[src/rtl/sqrt_pkg.sv]
// rtl/sqrt_pkg.sv - shared types and constants for the square-root controller
package sqrt_pkg;

    // Default radicand width and the matching number of root-bit iterations
    localparam int N_BITS_DEF = 16;
    localparam int ITER       = N_BITS_DEF / 2;

    // Controller states, plain binary encoding
    typedef enum logic [2:0] {
        IDLE  = 3'd0,
        LOAD  = 3'd1,
        SHIFT = 3'd2,
        TEST  = 3'd3,
        WRITE = 3'd4,
        DONE  = 3'd5
    } state_t;

    // Bundle of every controller output, kept together so they register as one
    typedef struct packed {
        logic rst_ld;
        logic shift;
        logic lda2;
        logic clr_q;
        logic q_sh;
        logic q_bit;
        logic busy;
        logic done;
    } ctrl_t;

    // Moore decode: outputs depend only on the state and the latched compare bit
    function automatic ctrl_t decode_outputs(input state_t s, input logic ge_latched);
        ctrl_t c;
        c = '0;
        case (s)
            LOAD: begin
                c.rst_ld = 1'b1;
                c.clr_q  = 1'b1;
                c.busy   = 1'b1;
            end
            SHIFT: begin
                c.shift = 1'b1;
                c.busy  = 1'b1;
            end
            TEST: begin
                c.busy = 1'b1;
            end
            WRITE: begin
                c.q_sh  = 1'b1;
                c.q_bit = ge_latched;
                c.lda2  = ge_latched;
                c.busy  = 1'b1;
            end
            DONE: begin
                c.done = 1'b1;
            end
            default: begin
                c = '0;
            end
        endcase
        return c;
    endfunction

endpackage

[src/rtl/sqrt_ctrl.sv]
// rtl/sqrt_ctrl.sv - sequencing FSM for the restoring square-root datapath
module sqrt_ctrl
    import sqrt_pkg::*;
#(
    parameter int N_BITS = N_BITS_DEF
) (
    input  logic clk,
    input  logic rst_n,
    input  logic start,
    input  logic ge,
    output logic rst_ld,
    output logic shift,
    output logic lda2,
    output logic clr_q,
    output logic q_sh,
    output logic q_bit,
    output logic busy,
    output logic done
);

    localparam int ITERS = N_BITS / 2;
    localparam int CNT_W = (ITERS > 1) ? $clog2(ITERS) : 1;
    localparam logic [CNT_W-1:0] CNT_LAST = CNT_W'(ITERS - 1);

    generate
        if ((N_BITS % 2) != 0 || N_BITS < 4) begin : g_bad_width
            $error("sqrt_ctrl: N_BITS must be even and at least 4");
        end
    endgenerate

    state_t           state;
    state_t           state_nx;
    logic [CNT_W-1:0] cnt;
    logic [CNT_W-1:0] cnt_nx;
    logic             ge_r;
    logic             ge_nx;
    ctrl_t            outs_r;

    // Next-state, iteration counter and compare-latch logic
    always_comb begin
        state_nx = state;
        cnt_nx   = cnt;
        ge_nx    = ge_r;
        case (state)
            IDLE: begin
                if (start) begin
                    state_nx = LOAD;
                end
            end
            LOAD: begin
                cnt_nx   = '0;
                state_nx = SHIFT;
            end
            SHIFT: begin
                state_nx = TEST;
            end
            TEST: begin
                // comparator has had the whole TEST cycle to settle after the shift
                ge_nx    = ge;
                state_nx = WRITE;
            end
            WRITE: begin
                if (cnt == CNT_LAST) begin
                    state_nx = DONE;
                end else begin
                    cnt_nx   = cnt + 1'b1;
                    state_nx = SHIFT;
                end
            end
            DONE: begin
                state_nx = IDLE;
            end
            default: begin
                state_nx = IDLE;
            end
        endcase
    end

    // State registers; outputs are registered from the decode of the state being
    // entered, so they present exactly the Moore decode of the current state
    always_ff @(posedge clk) begin
        if (!rst_n) begin
            state  <= IDLE;
            cnt    <= '0;
            ge_r   <= 1'b0;
            outs_r <= '0;
        end else begin
            state  <= state_nx;
            cnt    <= cnt_nx;
            ge_r   <= ge_nx;
            outs_r <= decode_outputs(state_nx, ge_nx);
        end
    end

    assign rst_ld = outs_r.rst_ld;
    assign shift  = outs_r.shift;
    assign lda2   = outs_r.lda2;
    assign clr_q  = outs_r.clr_q;
    assign q_sh   = outs_r.q_sh;
    assign q_bit  = outs_r.q_bit;
    assign busy   = outs_r.busy;
    assign done   = outs_r.done;

endmodule

[config.mk]
export PLATFORM = sky130hd
export DESIGN_NAME = sqrt_ctrl
export DESIGN_NICKNAME = d
export VERILOG_FILES = /design/src/rtl/sqrt_pkg.sv /design/src/rtl/sqrt_ctrl.sv
export SDC_FILE = /design/constraint.sdc
export NUM_CORES = 1
export LEC_CHECK = 0
export CAP_MARGIN = 10
export CORE_AREA = 4 4 41 43
export CTS_BUF_LIST = sky130_fd_sc_hd__clkbuf_2
export CTS_CLUSTER_DIAMETER = 80
export CTS_CLUSTER_SIZE = 25
export DETAILED_ROUTE_END_ITERATION = 16
export DIE_AREA = 0 0 45 47
export GPL_ROUTABILITY_DRIVEN = 0
export PLACE_DENSITY = 0.67
export REMOVE_ABC_BUFFERS = 1
export SLEW_MARGIN = 20
export SYNTH_ARGS = -nofsm -noshare
export SYNTH_HDL_FRONTEND = slang
export SYNTH_SLANG_ARGS = --single-unit
[constraint.sdc]
create_clock -name clk -period 3.7 [get_ports clk]
set_input_delay 0.74 -clock clk [delete_from_list [all_inputs] [get_ports clk]]
set_output_delay 0.74 -clock clk [all_outputs]
set_load 0.005 [all_outputs]
After elaboration in Yosys (flattened, before gate mapping)
Cells that the tools add are included.
Widths: inputs -> output; s select.
{"block": "classes", "n_eq_ne": 11, "addsub": 1, "reduce_logical": 5, "n_mux": 11}
{"op": "$pmux 3 s5", "n": 1}
{"op": "$eq 3x2->1 const B", "n": 4}
{"op": "$eq 3x3->1 const B", "n": 4}
{"op": "$mux 3", "n": 3}
{"op": "$eq 3x1->1 const B", "n": 2}
{"op": "$pmux 3 s2", "n": 1}
{"op": "$mux 1", "n": 5}
{"op": "$reduce_and 2->1", "n": 2}
{"op": "$reduce_or 4->1", "n": 1}
{"op": "$add 3x1->3 const B", "n": 1}
{"op": "$logic_not 3->1", "n": 1}
{"op": "$mux 2", "n": 1}
{"op": "$ne 2x2->1 const B", "n": 1}
{"op": "$reduce_bool 2->1", "n": 1}
{"block": "totals", "elab_cells": 37, "regBits": 13, "input_bits": 4, "out_inout_bits": 8}

Logic depth before layout (Yosys ltp)
Gate-level depths: netlist of run 1.
{"block": "depth", "depth_word": 6, "mapped_depth": 5, "mapped_depth_nobuf": 5}

Worst setup path before layout of run 1
Ideal clock, no wire load.
{"block": "synth_timing", "path_kind": "register -> register", "startpoint": "register cnt[0]", "endpoint": "register cnt[1]", "path_stages_with_launch": 6, "t_arrival_ps": 1299, "setup_ps": 117, "required_ps": 3583, "n_path_buf": 0, "slack_ps": 2284, "synth_period_minus_slack_ps": 1416, "cell_sequence": "dfxtp_1 > ha_1 > ha_1 > nor3b_4 > o21bai_2 > a32o_1"}
{"block": "synth_via", "elab_chain_len": 3, "elab_cells_between_ends": 6, "classes_between": "add/sub (1); eq/ne (2); mux (2); reduce/logical (1)"}
{"item": "start, declared", "line": "sqrt_ctrl.sv:33", "rtl": "logic [CNT_W-1:0] cnt;"}
{"item": "start signal, assigned", "line": "sqrt_ctrl.sv:89", "rtl": "cnt <= cnt_nx;"}
{"item": "$add 3x1->3 or $eq 3x3->1 (tied branches)", "line": "sqrt_ctrl.sv:66, sqrt_ctrl.sv:63"}
{"item": "$mux 3 or $ne 2x2->1 (tied branches)"}
{"item": "$pmux 3 s2 or $reduce_and 2->1 (tied branches)"}
Several ways; a longest one is shown, not always the timed one. The select of a mux whose other input is x is not followed.
A chain may end at the register's enable or synchronous reset.

==> reports/results.tsv, run 1 <==
stage	metric	value	unit
global_routing	grt_pass1_wl	1.31	mm
sta	final-hold-violation-count	0	
setup_path	cp-start-kind	flip-flop	
placement	buffer_ports.inserted	11	
floorplanning	die-area	2120	µm²
detailed_routing	num_vias	374	
cts	clk-insertion-delay-late	0.26	ns
setup_path	worstPathCellList	clkdlybuf4s50_1	
layout	antenna_cells	0	
cts	cts_inserted_buffers	3	
logic_synthesis	yosys_register_bits	12	
setup_path	critical-path-slowest-cell	sky130_fd_sc_hd__clkdlybuf4s50_1	
global_routing	first_global_vias	317	
logic_synthesis	synth.top_cells.by_count	12 x sky130_fd_sc_hd__dfxtp_1, 5 x sky130_fd_sc_hd__nor2_1, 4 x sky130_fd_sc_hd__nor3_1	
cts	post_cts_resize_count	0	
outcome	outcome	finished, final reports clean	
logic_synthesis	synthFlopType	sky130_fd_sc_hd__dfxtp_1	
placement	placed_cells	71	
placement	hpwl	575	µm
logic_synthesis	yosys.cell_types.count	26	
setup_path	critPathKind	reg2out	
cts	clk_transition_reported_paths	0.11	ns
sta	timing.setup.tns	0	ns
logic_synthesis	number_of_enable_type_register_cells_in_the_synthesized_netlist	0	
cts	post-cts-setup-buffers	0	
layout	drive_gt1_share	16.9	%
cts	clock_sinks	12	
layout	nNetsFinal	67	
setup_path	critical_path.endpoint_type	primary output	
floorplanning	chipHeight	47	µm
global_routing	grt_overflow_total	0	
detailed_routing	post_drt_via_cell_ratio	5.05	
sta	fin_crit_sh	49.4	%
setup_path	timing.critical_path.max_delay_family	buffers and inverters	
placement	pre_cts_slack	1.72	ns
power	static-leakage-power	0.245	nW
setup_path	slowest_delay	0.50	ns
floorplanning	initial_cell_density_of_the_core	41.6	%
cts	cts_tree	yes	
sta	timing_worst_slew_pin_value	0.378	ns
cts	cts-root-buf	sky130_fd_sc_hd__clkbuf_2	
floorplanning	standard_cell_core_area	1300	µm²
detailed_routing	wl	790	µm
job	cap_violations	0	
global_routing	grt_start_max_net_pins	11	
logic_synthesis	fraction_of_the_yosys_area_taken_by_sequential_cells	44.3	%
setup_path	cp.buffers_inverters	1	
setup_path	crit_fanout	2	
sta	final-max-slew-violation-count	0	
floorplanning	floorplan.io_pins	12	
detailed_routing	drtIter0Drc	5	
global_routing	gr-usage-all-layers	8.82	%
global_routing	grt_antenna_before_repair	0	
logic_synthesis	syn-instance-count	51	
floorplanning	rows	13	
logic_synthesis	syn-mean-instance-area	10.6	µm²
logic_synthesis	yosysMostFrequentCell	sky130_fd_sc_hd__dfxtp_1	
detailed_routing	drt_drc_violations_left	0	
setup_path	critical_path_required	2.96	ns
logic_synthesis	netlist.area_leader.share	44.3	%
logic_synthesis	ys.warnings.count	0	
layout	fill_cells	120	
setup_path	worst-endpoint-arrival	1.09	ns
logic_synthesis	post_synthesis_async_set_or_reset_flop_share	0	%
sta	fin_worst_skew	0.00885	ns
logic_synthesis	synthTopCellsByArea	sky130_fd_sc_hd__dfxtp_1 44%, sky130_fd_sc_hd__ha_1 4.6%, sky130_fd_sc_hd__buf_6 4.2%, sky130_fd_sc_hd__a32o_1 3.7%, sky130_fd_sc_hd__nor3_1 3.7%	
sta	fmax	547	MHz
detailed_routing	drt-pass1-iter-count	2	
sta	final.setup.worst_slack	1.87	ns
cts	cts_buffer_depth	2	
floorplanning	die_width	45	µm
logic_synthesis	post_synth_instance_area	542	µm²
logic_synthesis	synth.largest_area_cell	sky130_fd_sc_hd__dfxtp_1	
cts	cts.htree.levels	1	
detailed_routing	antenna_nets_post_route	0	
detailed_routing	route.detailed.wl_per_inst	10.7	µm
cts	postCtsHoldBufs	0	
sta	max-slew-margin-rel	74.8	%
power	ir_drop	0.000226	V
min_path	holdCritPathClass	reg2reg	
layout	final_cells	74	
layout	syn_to_final_growth	17.8	%
sta	final_period_minus_worst_setup_slack	1.83	ns
power	power.density	388	nW/µm²
sta	setup_viol_count_final	0	
sta	unrepaired_setup_endpoints_after_global_routing	false	
-- cell usage in the layout, fill, tap and decap left out --
cell / count
sky130_fd_sc_hd__nor2b_1: 1
sky130_fd_sc_hd__nor4_1: 2
sky130_fd_sc_hd__and2_1: 1
sky130_fd_sc_hd__xnor2_1: 1
sky130_fd_sc_hd__a32o_1: 2
sky130_fd_sc_hd__a2111oi_2: 1
sky130_fd_sc_hd__nor3b_4: 1
sky130_fd_sc_hd__o21bai_2: 1
sky130_fd_sc_hd__ha_1: 2
sky130_fd_sc_hd__dfxtp_1: 12
sky130_fd_sc_hd__nand2_1: 1
sky130_fd_sc_hd__o32a_1: 1
sky130_fd_sc_hd__o32a_2: 1
sky130_fd_sc_hd__o21a_1: 1
sky130_fd_sc_hd__nor3_1: 4
sky130_fd_sc_hd__nor2_1: 5
sky130_fd_sc_hd__clkdlybuf4s50_1: 11
sky130_fd_sc_hd__a31o_2: 1
sky130_fd_sc_hd__and3b_2: 1
sky130_fd_sc_hd__nand2b_1: 2
sky130_fd_sc_hd__inv_1: 2
sky130_fd_sc_hd__clkbuf_2: 3
sky130_fd_sc_hd__and3_1: 1
sky130_fd_sc_hd__nand2b_4: 1
-- power breakdown --
group | internal, W | switching (W)
registers | 0.000136 | 0.00000974
clock network | 0.0000221 | 0.0000400
logic | 0.0000257 | 0.0000135
-- layout make-up --
| class | instances | area, µm² | area share, % |
|---|---|---|---|
| timing repair buffer | 11 | 110 | 17.3 |
| inverter | 2 | 7.51 | 1.18 |
| sequential | 12 | 240 | 37.6 |
| clock buffer | 3 | 15.0 | 2.35 |
| multi-input combinational | 31 | 246 | 38.6 |
| tap | 15 | 18.8 | 2.94 |
-- final timing paths --
path / from / end / slack (ns) / cells past startpoint
worst max-delay path: clr_q / rst_ld / 1.87 / 1
worst min-delay path: cnt[2] / cnt[2] / 0.52 / 1
worst min register to register: cnt[2] / cnt[2] / 0.52 / 1
worst max register to register: cnt[0] / cnt[1] / 2.18 / 5
-- routing by layer --
metal / vias to the layer above / track usage, % / part of all wire (%)
met5: - / 0 / 0
met4: 0 / 7.02 / 0
met3: 0 / 2.68 / 8.0
met2: 11 / 12.1 / 41
met1: 163 / 11.3 / 51
li1: 200 / - / -
-- cell families (layout without fill, tap and decap cells) --
logic type | Yosys count | in the layout | synth area share (%)
AO/OA/AOI/OAI | 8 | 8 | 15.5
XOR/XNOR | 1 | 1 | 1.62
adder cells (fa/ha/maj) | 2 | 2 | 4.62
flip-flops | 12 | 12 | 44.3
AND/OR/NAND/NOR | 20 | 20 | 23.8
buffers and inverters | 8 | 16 | 10.2
-- through the flow --
| step | util [%] | instance area [µm²] | hold slack (ns) | total power [W] |
|---|---|---|---|---|
| 5_1_grt | 49.0 | 638 | 0.542 | 0.000260 |
| 3_5_place_dp | 47.9 | 623 | 0.493 | 0.000189 |
| 6_report | 49.0 | 638 | 0.516 | 0.000247 |
| 3_3_place_gp | 47.9 | 623 | 0.490 | 0.000188 |
| 2_1_floorplan | - | 494 | 0.473 | 0.000171 |
| 4_1_cts | 49.0 | 638 | 0.518 | 0.000249 |
-- sequential cells by signal, summed over array words and instances (netlist names) --
signal / cells
clr_q: 1
q_sh: 1
shift: 1
q_bit: 1
cnt: 3
busy: 1
state: 3
done: 1
(Power assumes the default switching activity.)
==> run 2: changes to the inputs <==
- PLACE_DENSITY: 0.67 -> 0.69
- clock period: 3.7 -> 1.5 ns (I/O delays scaled with it)
==> reports/results.tsv, run 2 (synthesis gave the netlist of run 1 again) <==
stage	metric	value	unit
floorplanning	rows	13	
detailed_routing	drtIter0Drc	6	
layout	seqCellArea	240	µm²
setup_path	critical_path.endpoint_type	flip-flop	
cts	cts-root-buf	sky130_fd_sc_hd__clkbuf_2	
floorplanning	standard_cell_core_area	1300	µm²
setup_path	worst-endpoint-arrival	1.60	ns
sta	fmax	700	MHz
power	power.total	0.000621	W
sta	unrepaired_setup_endpoints_after_global_routing	false	
sta	setup_viol_count_final	0	
min_path	holdCritStartpoint	cnt[1]	
layout	fill_cells	132	
layout	multi_input_area	249	µm²
cts	cts_tree	yes	
detailed_routing	wl	854	µm
setup_path	worst-r2r-cell-count	5	
setup_path	ff_to_ff_setup_slack	0.07	ns
min_path	min_to	cnt[1]	
setup_path	critical_path.reg2reg.startpoint	cnt[0]	
floorplanning	chipHeight	47	µm
cts	post-cts-setup-buffers	0	
cts	cts_buffer_depth	2	
detailed_routing	drt-pass1-iter-count	4	
layout	drive_gt1_share	23.4	%
sta	timing_worst_slew_pin_value	0.333	ns
power	ir_drop	0.000586	V
sta	final_period_minus_worst_setup_slack	1.43	ns
layout	antenna_cells	0	
sta	timing.setup.tns	0	ns
min_path	holdCritPathClass	reg2reg	
global_routing	gr-usage-all-layers	9.68	%
cts	cts.htree.levels	1	
floorplanning	die-area	2120	µm²
sta	fin_crit_sh	95.3	%
global_routing	grt_antenna_before_repair	0	
sta	final-max-slew-violation-count	0	
sta	final-hold-violation-count	0	
setup_path	cp-start-kind	flip-flop	
power	static-leakage-power	0.264	nW
global_routing	grt_start_max_net_pins	11	
layout	fin_util	51.8	%
cts	cts_inserted_buffers	3	
setup_path	critical_path_required	1.67	ns
global_routing	grt_pass1_wl	1.38	mm
layout	layout_commonest_cell	sky130_fd_sc_hd__dfxtp_1	
placement	buffer_ports.inserted	11	
setup_path	critPathKind	reg2reg	
placement	hpwl	642	µm
outcome	outcome	finished, final reports clean	
detailed_routing	num_vias	399	
sta	max-slew-margin-rel	77.8	%
cts	clk_transition_reported_paths	0.11	ns
floorplanning	initial_cell_density_of_the_core	41.6	%
global_routing	first_global_vias	324	
cts	clock_sinks	12	
layout	final_cell_mix	12 x sky130_fd_sc_hd__dfxtp_1, 11 x sky130_fd_sc_hd__clkdlybuf4s50_1, 5 x sky130_fd_sc_hd__nor2_1, 4 x sky130_fd_sc_hd__nor3_1, 4 x sky130_fd_sc_hd__buf_4	
floorplanning	floorplan.io_pins	12	
layout	syn_to_final_growth	24.5	%
setup_path	timing.rr.end	cnt[1]	
cts	clk-insertion-delay-late	0.26	ns
min_path	timing.hold.worst_path_depth	1	
job	cap_violations	0	
detailed_routing	antenna_nets_post_route	0	
layout	nNetsFinal	71	
setup_path	crit_fanout	5	
layout	top_regs	cnt (3), state (3)	
sta	fin_worst_skew	0.00982	ns
power	power.density	921	nW/µm²
global_routing	grt_overflow_total	0	
floorplanning	die_width	45	µm
detailed_routing	route.detailed.wl_per_inst	10.8	µm
detailed_routing	drt_drc_violations_left	0	
detailed_routing	post_drt_via_cell_ratio	5.05	
-- run 2: layout make-up --
cell class | count | share of cell area, %
multi-input cells | 31 | 36.9
flip-flops and latches | 12 | 35.6
repair buffers | 15 | 20.8
well taps | 15 | 2.78
clock buffers | 3 | 2.23
inverters | 2 | 1.11
clock inverters | 1 | 0.557
-- run 2: critical path, stage by stage (launching register included) --
cell                       delay [ns]
sky130_fd_sc_hd__dfxtp_1         0.34
sky130_fd_sc_hd__ha_1            0.20
sky130_fd_sc_hd__ha_2            0.21
sky130_fd_sc_hd__nor3b_4         0.20
sky130_fd_sc_hd__o21bai_2        0.12
sky130_fd_sc_hd__a32o_1          0.26
-- run 2: worst max-delay path by stage --
stage,startpoint,to
after floorplan,cnt[0],cnt[2]
after global placement,rst_n,cnt[1]
after detailed placement,cnt[0],cnt[1]
after CTS,cnt[0],cnt[1]
after global routing,clr_q,clr_q
final,cnt[0],cnt[1]
-- run 2: power breakdown --
| part | total (W) | leakage [nW] | internal, W | switching, W |
|---|---|---|---|---|
| Clock | 0.000157 | 0.0140 | 0.0000579 | 0.0000995 |
| Combinational | 0.000105 | 0.152 | 0.0000677 | 0.0000373 |
| Sequential | 0.000359 | 0.0978 | 0.000336 | 0.0000225 |
-- run 2: repair_timing --
item | 4_1_cts | 5_1_grt
hold buffers | 0 | 0
gates resized for setup | 0 | 1
endpoints found under the hold margin | 0 | 0
endpoints found under the setup margin | 0 | 3
-- run 2: metal layers --
metal  wire, µm  track usage, %  up-vias
li1           -               -      209
met1        422            11.5      172
met2        347            12.7       16
met3         74            5.75        2
met4          9            7.02        0
met5          0               0        -
-- run 2: per-stage QoR --
step / hold WS [ns] / instances / worst slack (ns) / instance area (µm²)
after floorplan: 0.417 / 45 / 0.0836 / 494
after global placement: 0.496 / 75 / 0.0500 / 653
after detailed placement: 0.493 / 75 / 0.0276 / 653
after CTS: 0.521 / 79 / 0.0107 / 672
after global routing: 0.551 / 79 / 0.0197 / 674
final: 0.517 / 79 / 0.0710 / 674
